### config.mk
export PLATFORM = sky130hd
export DESIGN_NAME = audio_gate_fx
export DESIGN_NICKNAME = d
export VERILOG_FILES = /design/src/rtl/audio_fx_pkg.sv /design/src/rtl/audio_gate_fx_gate_divider.sv /design/src/rtl/audio_gate_fx.sv
export SDC_FILE = /design/constraint.sdc
export NUM_CORES = 1
export LEC_CHECK = 0
export BUFFER_PORTS_ARGS = -buffer_cell sky130_fd_sc_hd__clkbuf_2
export CAP_MARGIN = 20
export CORE_MARGIN = 2
export CORE_UTILIZATION = 60
export DETAILED_ROUTE_END_ITERATION = 8
export GPL_TIMING_DRIVEN = 0
export PLACE_DENSITY = 0.85
export SYNTH_ARGS = -nofsm -noshare
export SYNTH_HDL_FRONTEND = slang
export SYNTH_SLANG_ARGS = --single-unit
### constraint.sdc
create_clock -name CLOCK_50 -period 8.8 [get_ports CLOCK_50]
set_input_delay 0.44 -clock CLOCK_50 [delete_from_list [all_inputs] [get_ports CLOCK_50]]
set_output_delay 0.44 -clock CLOCK_50 [all_outputs]
set_load 0.02 [all_outputs]
### src/rtl/audio_fx_pkg.sv
// Shared definitions for the audio gate effect.
// Holds the gate mode encodings and the handshake FSM state type.
// No ports: this file is a package only.
package audio_fx_pkg;

    localparam logic [1:0] MODE_BYPASS  = 2'd0;
    localparam logic [1:0] MODE_GATE    = 2'd1;
    localparam logic [1:0] MODE_ATTEN   = 2'd2;
    localparam logic [1:0] MODE_INVGATE = 2'd3;

    typedef enum logic [1:0] {
        st_idle,
        st_read,
        st_proc,
        st_write
    } state_t;

endpackage

### src/rtl/audio_gate_fx_gate_divider.sv
// Gate phase generator: a half-period counter that toggles gate_phase on wrap.
// Ports:
//   clk, rst    - clock and asynchronous active-high reset
//   cfg_period  - half-period in clocks minus 1; 0 disables the gate
//   gate_phase  - registered gate phase (forced 0 while disabled)
module gate_divider #(
    parameter int DIV_W = 18
) (
    input  logic             clk,
    input  logic             rst,
    input  logic [DIV_W-1:0] cfg_period,
    output logic             gate_phase
);

    logic [DIV_W-1:0] count_q, count_d;
    logic             phase_q, phase_d;

    always_comb begin
        count_d = count_q;
        phase_d = phase_q;
        if (cfg_period == '0) begin
            count_d = '0;
            phase_d = 1'b0;
        end else if (count_q >= cfg_period) begin
            // >= so that lowering the period below the current count wraps at once
            count_d = '0;
            phase_d = ~phase_q;
        end else begin
            count_d = count_q + DIV_W'(1);
        end
    end

    always_ff @(posedge clk or posedge rst) begin
        if (rst) begin
            count_q <= '0;
            phase_q <= 1'b0;
        end else begin
            count_q <= count_d;
            phase_q <= phase_d;
        end
    end

    assign gate_phase = phase_q;

endmodule

### src/rtl/audio_gate_fx.sv
// Audio chopper/gate between the input FIFO and the output FIFO.
// A registered IDLE->READ->PROC->WRITE handshake pops one sample set, applies
// the gate mode captured at READ to every channel, and pushes the result while
// publishing a peak-level meter value.
// Ports:
//   CLOCK_50, reset                  - clock, asynchronous active-high reset
//   cfg_period, cfg_mode             - gate half-period (minus 1) and gate mode
//   audio_in_available/_data         - input FIFO status and sample set
//   read_audio_in                    - one-cycle pop strobe
//   audio_out_allowed                - output FIFO has space
//   audio_out_data, write_audio_out  - processed sample set and push strobe
//   gate_phase                       - current gate phase
//   meter_level, meter_valid         - peak |sample| of last written set, update pulse
module audio_gate_fx #(
    parameter int DATA_W      = 32,
    parameter int CHANNELS    = 2,
    parameter int DIV_W       = 18,
    parameter int ATTEN_SHIFT = 2,
    parameter int METER_W     = 16
) (
    input  logic                       CLOCK_50,
    input  logic                       reset,
    input  logic [DIV_W-1:0]           cfg_period,
    input  logic [1:0]                 cfg_mode,
    input  logic                       audio_in_available,
    input  logic [CHANNELS*DATA_W-1:0] audio_in_data,
    output logic                       read_audio_in,
    input  logic                       audio_out_allowed,
    output logic [CHANNELS*DATA_W-1:0] audio_out_data,
    output logic                       write_audio_out,
    output logic                       gate_phase,
    output logic [METER_W-1:0]         meter_level,
    output logic                       meter_valid
);

    import audio_fx_pkg::*;

    localparam int BUS_W = CHANNELS * DATA_W;

    // Valid state: handshake FSM and its registered strobes.
    state_t               state_q, state_d;
    logic                 read_q, read_d;
    logic                 write_q, write_d;
    logic                 mv_q, mv_d;
    // Captured at READ so config changes elsewhere cannot disturb the sample.
    logic [BUS_W-1:0]     in_q, in_d;
    logic [1:0]           mode_q, mode_d;
    logic                 cphase_q, cphase_d;
    logic [BUS_W-1:0]     out_q, out_d;
    logic [METER_W-1:0]   meter_q, meter_d;

    logic                 phase_w;
    logic [BUS_W-1:0]     proc_out;
    logic [CHANNELS*METER_W-1:0] abs_flat;
    logic [METER_W-1:0]   meter_max;

    gate_divider #(
        .DIV_W(DIV_W)
    ) u_div (
        .clk       (CLOCK_50),
        .rst       (reset),
        .cfg_period(cfg_period),
        .gate_phase(phase_w)
    );

    // Per-channel gate arithmetic and magnitude for the meter.
    for (genvar c = 0; c < CHANNELS; c++) begin : g_ch
        logic signed [DATA_W-1:0]  s_in;
        logic signed [DATA_W-1:0]  s_out;
        logic signed [METER_W-1:0] s_top;

        assign s_in = in_q[c*DATA_W +: DATA_W];

        always_comb begin
            s_out = s_in;
            case (mode_q)
                MODE_BYPASS:  s_out = s_in;
                MODE_GATE:    s_out = cphase_q ? '0 : s_in;
                MODE_ATTEN:   s_out = cphase_q ? (s_in >>> ATTEN_SHIFT) : s_in;
                MODE_INVGATE: s_out = cphase_q ? s_in : '0;
                default:      s_out = s_in;
            endcase
        end

        assign proc_out[c*DATA_W +: DATA_W] = s_out;
        assign s_top = s_out[DATA_W-1 -: METER_W];

        // The most negative value has no positive twin; clamp it to full scale.
        always_comb begin
            if (s_top == {1'b1, {(METER_W-1){1'b0}}})
                abs_flat[c*METER_W +: METER_W] = {1'b0, {(METER_W-1){1'b1}}};
            else if (s_top[METER_W-1])
                abs_flat[c*METER_W +: METER_W] = -s_top;
            else
                abs_flat[c*METER_W +: METER_W] = s_top;
        end
    end

    always_comb begin
        meter_max = '0;
        for (int c = 0; c < CHANNELS; c++) begin
            if (abs_flat[c*METER_W +: METER_W] > meter_max)
                meter_max = abs_flat[c*METER_W +: METER_W];
        end
    end

    // Strobes are decided one cycle ahead so they leave the block registered:
    // the write decision taken in PROC (or while waiting in WRITE) lands in WRITE.
    // proc_out depends only on captured state, so meter_max is stable from PROC on.
    always_comb begin
        state_d  = state_q;
        read_d   = 1'b0;
        write_d  = 1'b0;
        mv_d     = 1'b0;
        in_d     = in_q;
        mode_d   = mode_q;
        cphase_d = cphase_q;
        out_d    = out_q;
        meter_d  = meter_q;
        case (state_q)
            st_idle: begin
                if (audio_in_available && audio_out_allowed) begin
                    state_d = st_read;
                    read_d  = 1'b1;
                end
            end
            st_read: begin
                in_d     = audio_in_data;
                mode_d   = cfg_mode;
                cphase_d = phase_w;
                state_d  = st_proc;
            end
            st_proc: begin
                out_d   = proc_out;
                state_d = st_write;
                if (audio_out_allowed) begin
                    write_d = 1'b1;
                    mv_d    = 1'b1;
                    meter_d = meter_max;
                end
            end
            st_write: begin
                if (write_q) begin
                    state_d = st_idle;
                end else if (audio_out_allowed) begin
                    write_d = 1'b1;
                    mv_d    = 1'b1;
                    meter_d = meter_max;
                end
            end
            default: state_d = st_idle;
        endcase
    end

    always_ff @(posedge CLOCK_50 or posedge reset) begin
        if (reset) begin
            state_q  <= st_idle;
            read_q   <= 1'b0;
            write_q  <= 1'b0;
            mv_q     <= 1'b0;
            in_q     <= '0;
            mode_q   <= MODE_BYPASS;
            cphase_q <= 1'b0;
            out_q    <= '0;
            meter_q  <= '0;
        end else begin
            state_q  <= state_d;
            read_q   <= read_d;
            write_q  <= write_d;
            mv_q     <= mv_d;
            in_q     <= in_d;
            mode_q   <= mode_d;
            cphase_q <= cphase_d;
            out_q    <= out_d;
            meter_q  <= meter_d;
        end
    end

    assign read_audio_in   = read_q;
    assign write_audio_out = write_q;
    assign meter_valid     = mv_q;
    assign audio_out_data  = out_q;
    assign meter_level     = meter_q;
    assign gate_phase      = phase_w;

endmodule

Word-level counts from Yosys, hierarchy flattened

Index checks and enable logic that the tools add are counted.

Flip-flop bits (word level): 170
Logic and storage cells: 65

$add $sub $neg: 3
Order comparisons: 3
Eq/ne operators: 11
Mux-type cells: 29
Bitwise operators: 1
Reduce and logical (&&, ||, !) cells: 8

Operators by type and width:

| kind                    | number |
|---|---|
| $pmux W32 S4            | 2 |
| $mux W16                | 8 |
| $mux W32                | 4 |
| $mux W31                | 2 |
| $mux W18                | 2 |
| $eq A16 B16 Y1 const B  | 2 |
| $neg A16 Y16            | 2 |
| $pmux W16 S2            | 1 |
| $add A18 B1 Y18 const B | 1 |
| $ge A18 B18 Y1          | 1 |
| $logic_not A18 Y1       | 1 |
| $gt A16 B1 Y1 const B   | 1 |
| $gt A16 B16 Y1          | 1 |
| $eq A2 B2 Y1 const B    | 4 |
| $pmux W2 S4             | 1 |
| $mux W1                 | 6 |
| $ne A2 B2 Y1 const B    | 3 |
| $eq A2 B1 Y1 const B    | 2 |
| $logic_not A2 Y1        | 2 |
| $mux W2                 | 2 |
| $reduce_and A2 Y1       | 2 |
| $reduce_bool A2 Y1      | 2 |
| $pmux W1 S2             | 1 |
| $logic_and A1 B1 Y1     | 1 |
| $not A1 Y1              | 1 |

Longest topological paths before layout

Depth in word-level cells: 12
Gate-level depth with buffers: 25
Depth with buffers taken out: 18

Modules after synthesis

From an unflattened synthesis, not the netlist that was laid out.

Cells, all modules: 927
Area, all modules: 9306.4 um^2

Modules (own cells, without submodules):

| module        | times used | cells each | area an instance (um^2) | seq. area each (um^2) |
|---|---|---|---|---|
| audio_gate_fx | 1          | 778        | 7935.1                  | 3778.6 |
| gate_divider  | 1          | 149        | 1371.3                  | 475.5 |

Worst setup path after synthesis

Ideal clock, no wire load.

Kind: register -> register
From: register mode_q[0]
To: register meter_q[5], in the netlist meter_level[5]
Library setup time: 0.138 ns
Arrival time: 4.280 ns
Data required time: 8.662 ns
Slack: 4.382 ns
Cell stages (with the launch flop): 25
Path buffers: 7
Period minus slack after synthesis: 4.418 ns
Path through: dfrtp_1 -> buf_6 -> buf_8 -> buf_6 -> buf_6 -> buf_6 -> mux2i_1 -> nor2_1 -> nor2_1 -> ha_1 -> o221ai_1 -> nor3_1 -> and4_1 -> buf_6 -> or3_1 -> nand2_1 -> ha_1 -> nand4_1 -> nor4_1 -> nor3_1 -> o31a_1 -> or2_2 -> clkbuf_1 -> nand2_1 -> o221ai_1

Longest elaborated chain between the ends: 12

Ends and longest elaborated chain:

| item                                 | RTL line                                   | RTL |
|---|---|---|
| start, declared                      | audio_gate_fx.sv:47                        | `logic [1:0] mode_q, mode_d;` |
| start signal, assigned               | audio_gate_fx.sv:172                       | `mode_q <= mode_d;` |
| $eq A2 B2 Y1 (tied with other cells) | audio_gate_fx.sv:76                        | `case (mode_q)` |
| $pmux W32 S4                         | audio_gate_fx.sv:76                        |  |
| $neg A16 Y16                         | audio_gate_fx.sv:93                        | `abs_flat[c*METER_W +: METER_W] = -s_top;` |
| $mux W16                             | audio_gate_fx.sv:92                        | `else if (s_top[METER_W-1])` |
| $mux W16                             | audio_gate_fx.sv:90                        | `if (s_top == {1'b1, {(METER_W-1){1'b0}}})` |
| $gt A16 B1 Y1                        | audio_gate_fx.sv:102                       | `if (abs_flat[c*METER_W +: METER_W] > meter_max)` |
| $mux W16                             | audio_gate_fx.sv:102                       |  |
| $gt A16 B16 Y1                       | audio_gate_fx.sv:102                       |  |
| $mux W16 *                           | audio_gate_fx.sv:102                       |  |
| $mux W16 *                           | audio_gate_fx.sv:136, audio_gate_fx.sv:145 |  |
| $mux W16                             | audio_gate_fx.sv:143                       | `if (write_q) begin` |
| $pmux W16 S2 *                       | audio_gate_fx.sv:120                       | `case (state_q)` |
| end signal, assigned                 | audio_gate_fx.sv:175                       | `meter_q <= meter_d;` |
| end, declared                        | audio_gate_fx.sv:50                        | `logic [METER_W-1:0] meter_q, meter_d;` |

Every way passes the cells marked *; elsewhere a longest branch is shown, timed or not. The select of a mux whose other input is x is not followed.
A chain may end at the register's enable or synchronous reset.

Final worst setup path

From: register mode_q[0]
To: register meter_q[8], in the netlist meter_level[8]

The elaborated chain is that of the path after synthesis.

==> report_table.html <==
<table>
<tr><th>Metric</th><th>Value</th></tr>
<tr><th colspan="2">Layout</th></tr>
<tr><td>Synth-to-Final Area Change</td><td>18.10%</td></tr>
<tr><td>Nets@finish</td><td>1316</td></tr>
<tr><td>Finished Cell Area</td><td>11300 um2</td></tr>
<tr><td>Final Instance Count excl. Fillers</td><td>1415</td></tr>
<tr><td>Layout cells sized above 1</td><td>0.2460</td></tr>
<tr><td># diodes</td><td>0</td></tr>
<tr><td>Sequential cell area</td><td>4254 um2</td></tr>
<tr><td>Area of combinational cells with multiple inputs</td><td>4765 um2</td></tr>
<tr><td>Count of fill cells added during filler insertion</td><td>1214</td></tr>
<tr><th colspan="2">Setup path</th></tr>
<tr><td>Required time of the worst setup path</td><td>9.14 ns</td></tr>
<tr><td>Critical path's slowest cell</td><td>sky130_fd_sc_hd__nor3_1</td></tr>
<tr><td>Critical Path Max Stage Delay</td><td>0.47 ns</td></tr>
<tr><td>Category of the worst setup path capture point</td><td>flop</td></tr>
<tr><td>Crit path DAT</td><td>5.88 ns</td></tr>
<tr><td>Cell with the most instances on the worst path</td><td>sky130_fd_sc_hd__buf_6</td></tr>
<tr><td>Worst-path cell chain</td><td>buf_6, buf_8, buf_6, buf_6, buf_6, mux2i_1, nor2_1, nor2_1, ha_1, o221ai_1, nor3_1, nand4_1, nand2_1, mux2i_1, ha_1, nand4_1, nor4_1, nor3_1, o31a_1, nor2_1, nand2_1, o221ai_1</td></tr>
<tr><td>Startpoint types</td><td>flop</td></tr>
<tr><td>Peak fanout along the critical path</td><td>10</td></tr>
<tr><td>Startpoint-to-endpoint class of the critical path</td><td>flop to flop</td></tr>
<tr><th colspan="2">Synthesis</th></tr>
<tr><td>Synth Net Count</td><td>1125</td></tr>
<tr><td>Leading cell types by count after synthesis</td><td>sky130_fd_sc_hd__dfrtp_1, sky130_fd_sc_hd__nor2_1, sky130_fd_sc_hd__a21oi_1, sky130_fd_sc_hd__nand2_1, sky130_fd_sc_hd__inv_1</td></tr>
<tr><td>XOR/XNOR share of the synthesized area</td><td>0.03294</td></tr>
<tr><td>Synth Area in Adders</td><td>0.05634</td></tr>
<tr><td>Synth async-reset ratio</td><td>1.000</td></tr>
<tr><td>Library cell with the highest instance count after synthesis</td><td>sky130_fd_sc_hd__dfrtp_1</td></tr>
<tr><td>Cell type with the highest aggregate area in the netlist</td><td>sky130_fd_sc_hd__dfrtp_1</td></tr>
<tr><td>Count of state elements after synthesis</td><td>170</td></tr>
<tr><td>Average instance area after synthesis</td><td>9.620 um2</td></tr>
<tr><td>Combinational family with the most area after synthesis</td><td>compound AO/OA/AOI/OAI gates</td></tr>
<tr><td>Synth area leaders</td><td>sky130_fd_sc_hd__dfrtp_1, sky130_fd_sc_hd__mux2_2, sky130_fd_sc_hd__ha_1, sky130_fd_sc_hd__mux2i_1, sky130_fd_sc_hd__a21oi_1</td></tr>
<tr><td>Simple-gate area share of the yosys netlist</td><td>0.1371</td></tr>
<tr><td>Post-synthesis sequential area ratio</td><td>0.4444</td></tr>
<tr><td>Unique cell type count in the Yosys netlist</td><td>64</td></tr>
<tr><td>Number of flops mapped to enable cells by yosys</td><td>0</td></tr>
<tr><td>Prevailing post-synth register cell</td><td>sky130_fd_sc_hd__dfrtp_1</td></tr>
<tr><td>Number of warnings issued by yosys</td><td>0</td></tr>
<tr><td>Synthesized area</td><td>9572 um2</td></tr>
<tr><td>Mux share of post-synthesis cell area</td><td>0.1137</td></tr>
<tr><td>Post-synthesis instance total</td><td>995</td></tr>
<tr><td>Fraction of post-synthesis cell area in the top cell type by area</td><td>0.4444</td></tr>
<tr><td>Compound-cell area share of the yosys netlist</td><td>0.1576</td></tr>
<tr><th colspan="2">STA</th></tr>
<tr><td>Slew of the pin with the lowest slew margin</td><td>1.021 ns</td></tr>
<tr><td>Worst Hold Margin</td><td>0.03159 ns</td></tr>
<tr><td>Tightest slew margin relative to the limit</td><td>0.3132</td></tr>
<tr><td>Setup-violating endpoint count in the final report</td><td>0</td></tr>
<tr><td>Aggregate negative setup slack</td><td>0 ns</td></tr>
<tr><td>Unrepaired setup endpoints after global routing</td><td>false</td></tr>
<tr><td>Final hold violation count</td><td>0</td></tr>
<tr><td>Final setup skew</td><td>0.01137 ns</td></tr>
<tr><td>Min Clock Period, post-route</td><td>5.538 ns</td></tr>
<tr><td>Highest Clock Rate</td><td>0.1806 GHz</td></tr>
<tr><td>Final cycle utilization of the critical path</td><td>0.6293</td></tr>
<tr><td>Count of pins over their slew limit</td><td>0</td></tr>
<tr><th colspan="2">Min path</th></tr>
<tr><td>Type of the worst min-delay path</td><td>primary input to async pin</td></tr>
<tr><th colspan="2">Placed design</th></tr>
<tr><td>Cell Area, Placed</td><td>10730 um2</td></tr>
<tr><td>Routability congestion estimate from global placement</td><td>0.9784</td></tr>
<tr><td>Detailed Place HPWL</td><td>19170 um</td></tr>
<tr><td>Inst Count DP</td><td>1383</td></tr>
<tr><td>Port Buf Inserts</td><td>171</td></tr>
<tr><th colspan="2">Die</th></tr>
<tr><td>Overall die width</td><td>130.3 um</td></tr>
<tr><td>I/O pin count</td><td>172</td></tr>
<tr><td>Y dimension of the die</td><td>130.3 um</td></tr>
<tr><td>Initial Util</td><td>0.6092</td></tr>
<tr><td>Area enclosed by the die boundary</td><td>16980 um2</td></tr>
<tr><td>Count of standard-cell rows</td><td>46</td></tr>
<tr><td>Area of the placeable core</td><td>15710 um2</td></tr>
<tr><th colspan="2">Detailed routing</th></tr>
<tr><td>Via density per instance</td><td>5.871</td></tr>
<tr><td>Wirelength per Cell</td><td>18.02 um</td></tr>
<tr><td>Pre-antenna DRT Iters</td><td>5</td></tr>
<tr><td>Final ANT Viol Nets</td><td>0</td></tr>
<tr><td>Violation count after the first detailed-route iteration</td><td>749</td></tr>
<tr><td>Overall routed net length</td><td>25500 um</td></tr>
<tr><td>Total number of vias</td><td>8308</td></tr>
<tr><td>Residual DRC count</td><td>0</td></tr>
<tr><th colspan="2">Clock network</th></tr>
<tr><td>Post-cts resize count</td><td>0</td></tr>
<tr><td>CTS tree</td><td>done</td></tr>
<tr><td>Post-CTS setup buffer count</td><td>0</td></tr>
<tr><td>Clock Tree Root</td><td>sky130_fd_sc_hd__clkbuf_16</td></tr>
<tr><td>Maximum buffer depth of the clock tree</td><td>2</td></tr>
<tr><td>Worst-skew pair later-pin latency</td><td>0.44 ns</td></tr>
<tr><td>Clock slew seen by the registers of the worst setup and hold paths</td><td>0.06 ns</td></tr>
<tr><td>H-tree depth</td><td>4</td></tr>
<tr><td>Number of sinks on the clock net</td><td>170</td></tr>
<tr><td>Quantity of hold-fixing buffers added after cts</td><td>0</td></tr>
<tr><td>TritonCTS buffer count</td><td>17</td></tr>
<tr><th colspan="2">Global route</th></tr>
<tr><td>Gr ovfl total</td><td>0</td></tr>
<tr><td>Via count of the first global-routing pass</td><td>8248</td></tr>
<tr><td>Wire length of the first global-routing pass</td><td>41810 um</td></tr>
<tr><td>Global-route usage over all layers</td><td>0.3181</td></tr>
<tr><td>Number of antenna violations at the first check in global routing</td><td>0</td></tr>
<tr><td>Pin count of the biggest net entering global routing</td><td>113</td></tr>
<tr><th colspan="2">Run</th></tr>
<tr><td>Max-capacitance violation count</td><td>0</td></tr>
<tr><th colspan="2">Run status</th></tr>
<tr><td>Outcome</td><td>finished clean</td></tr>
</table>
## kinds of logic after synthesis
| group | Yosys count |
|---|---|
| buffers and inverters | 121 |
| XOR/XNOR | 36 |
| flip-flops | 170 |
| AND/OR/NAND/NOR | 281 |
| multiplexers | 102 |
| AO/OA/AOI/OAI | 242 |
| adder cells (fa/ha/maj) | 43 |
## metal layers
metal | part of all wire | wire length, um | up-vias | track usage
li1 | - | - | 3911 | -
met1 | 0.41 | 10520 | 3993 | 0.4030
met2 | 0.48 | 12120 | 335 | 0.5236
met3 | 0.077 | 1952 | 69 | 0.08282
met4 | 0.036 | 912 | 0 | 0.1290
met5 | 0 | 0 | - | 0
## sequential cells by signal (all words and copies together), names as in the netlist, 2 cells and up
signal and count:
state_q 2, u_div.count_q 18, audio_out_data 64, in_q 64, mode_q 2, meter_level 16
## final cells by class
type,instances,share of cell area
timing repair buffer,172,0.07814
clock buffer,21,0.04073
sequential,170,0.3763
multi-input combinational,704,0.4215
tap,216,0.02391
buffer,56,0.02734
clock inverter,11,0.009851
inverter,65,0.02225
## worst max-delay path, delay by kind of cell, from the launching register on
family | cells | cell delay, ns
and+or+nand+nor | 10 | 2.69
muxes | 2 | 0.32
adders and majority gates | 2 | 0.58
DFF | 1 | 0.34
AOI/OAI and AO/OA | 3 | 0.64
buffers and inverters | 5 | 0.85
## metrics by stage
| stage | setup slack [ns] | util |
|---|---|---|
| final | 3.262 | 0.7195 |
| after global routing | 2.826 | 0.7195 |
| after CTS | 3.386 | 0.7195 |
| after detailed placement | 3.450 | 0.6831 |
| after global placement | 2.001 | 0.6808 |
| after floorplan | 3.757 | - |
## layout by cell type, fill, tap and decap left out, types with 10 or more instances in the layout
master and count:
sky130_fd_sc_hd__clkbuf_2 171, sky130_fd_sc_hd__dfrtp_1 170, sky130_fd_sc_hd__nor2_1 102, sky130_fd_sc_hd__a21oi_1 87, sky130_fd_sc_hd__nand2_1 83, sky130_fd_sc_hd__inv_1 64
sky130_fd_sc_hd__mux2_2 54, sky130_fd_sc_hd__mux2i_1 48, sky130_fd_sc_hd__o21ai_0 45, sky130_fd_sc_hd__ha_1 42, sky130_fd_sc_hd__clkbuf_1 37, sky130_fd_sc_hd__nor3_1 25
sky130_fd_sc_hd__o22ai_1 24, sky130_fd_sc_hd__xnor2_1 21, sky130_fd_sc_hd__a22oi_1 20, sky130_fd_sc_hd__nand3_1 17, sky130_fd_sc_hd__clkbuf_16 17, sky130_fd_sc_hd__xor2_1 15
sky130_fd_sc_hd__nand4_1 10
## worst paths after layout
check                           slack [ns]         startpoint  cells past startpoint        endpoint
min in group CLOCK_50                 0.21  audio_in_data[30]                      3        in_q[30]
worst min register to register        0.48     meter_level[1]                      2  meter_level[1]
worst min-delay path                  0.03              reset                      2        in_q[55]
worst max register to register        3.26          mode_q[0]                     22  meter_level[8]
worst max-delay path                  3.26          mode_q[0]                     22  meter_level[8]
max in group asynchronous             7.87              reset                      3        in_q[29]
Power is not shown: default switching activity piles up to over one toggle a cycle in this logic, so the estimate is an artifact.
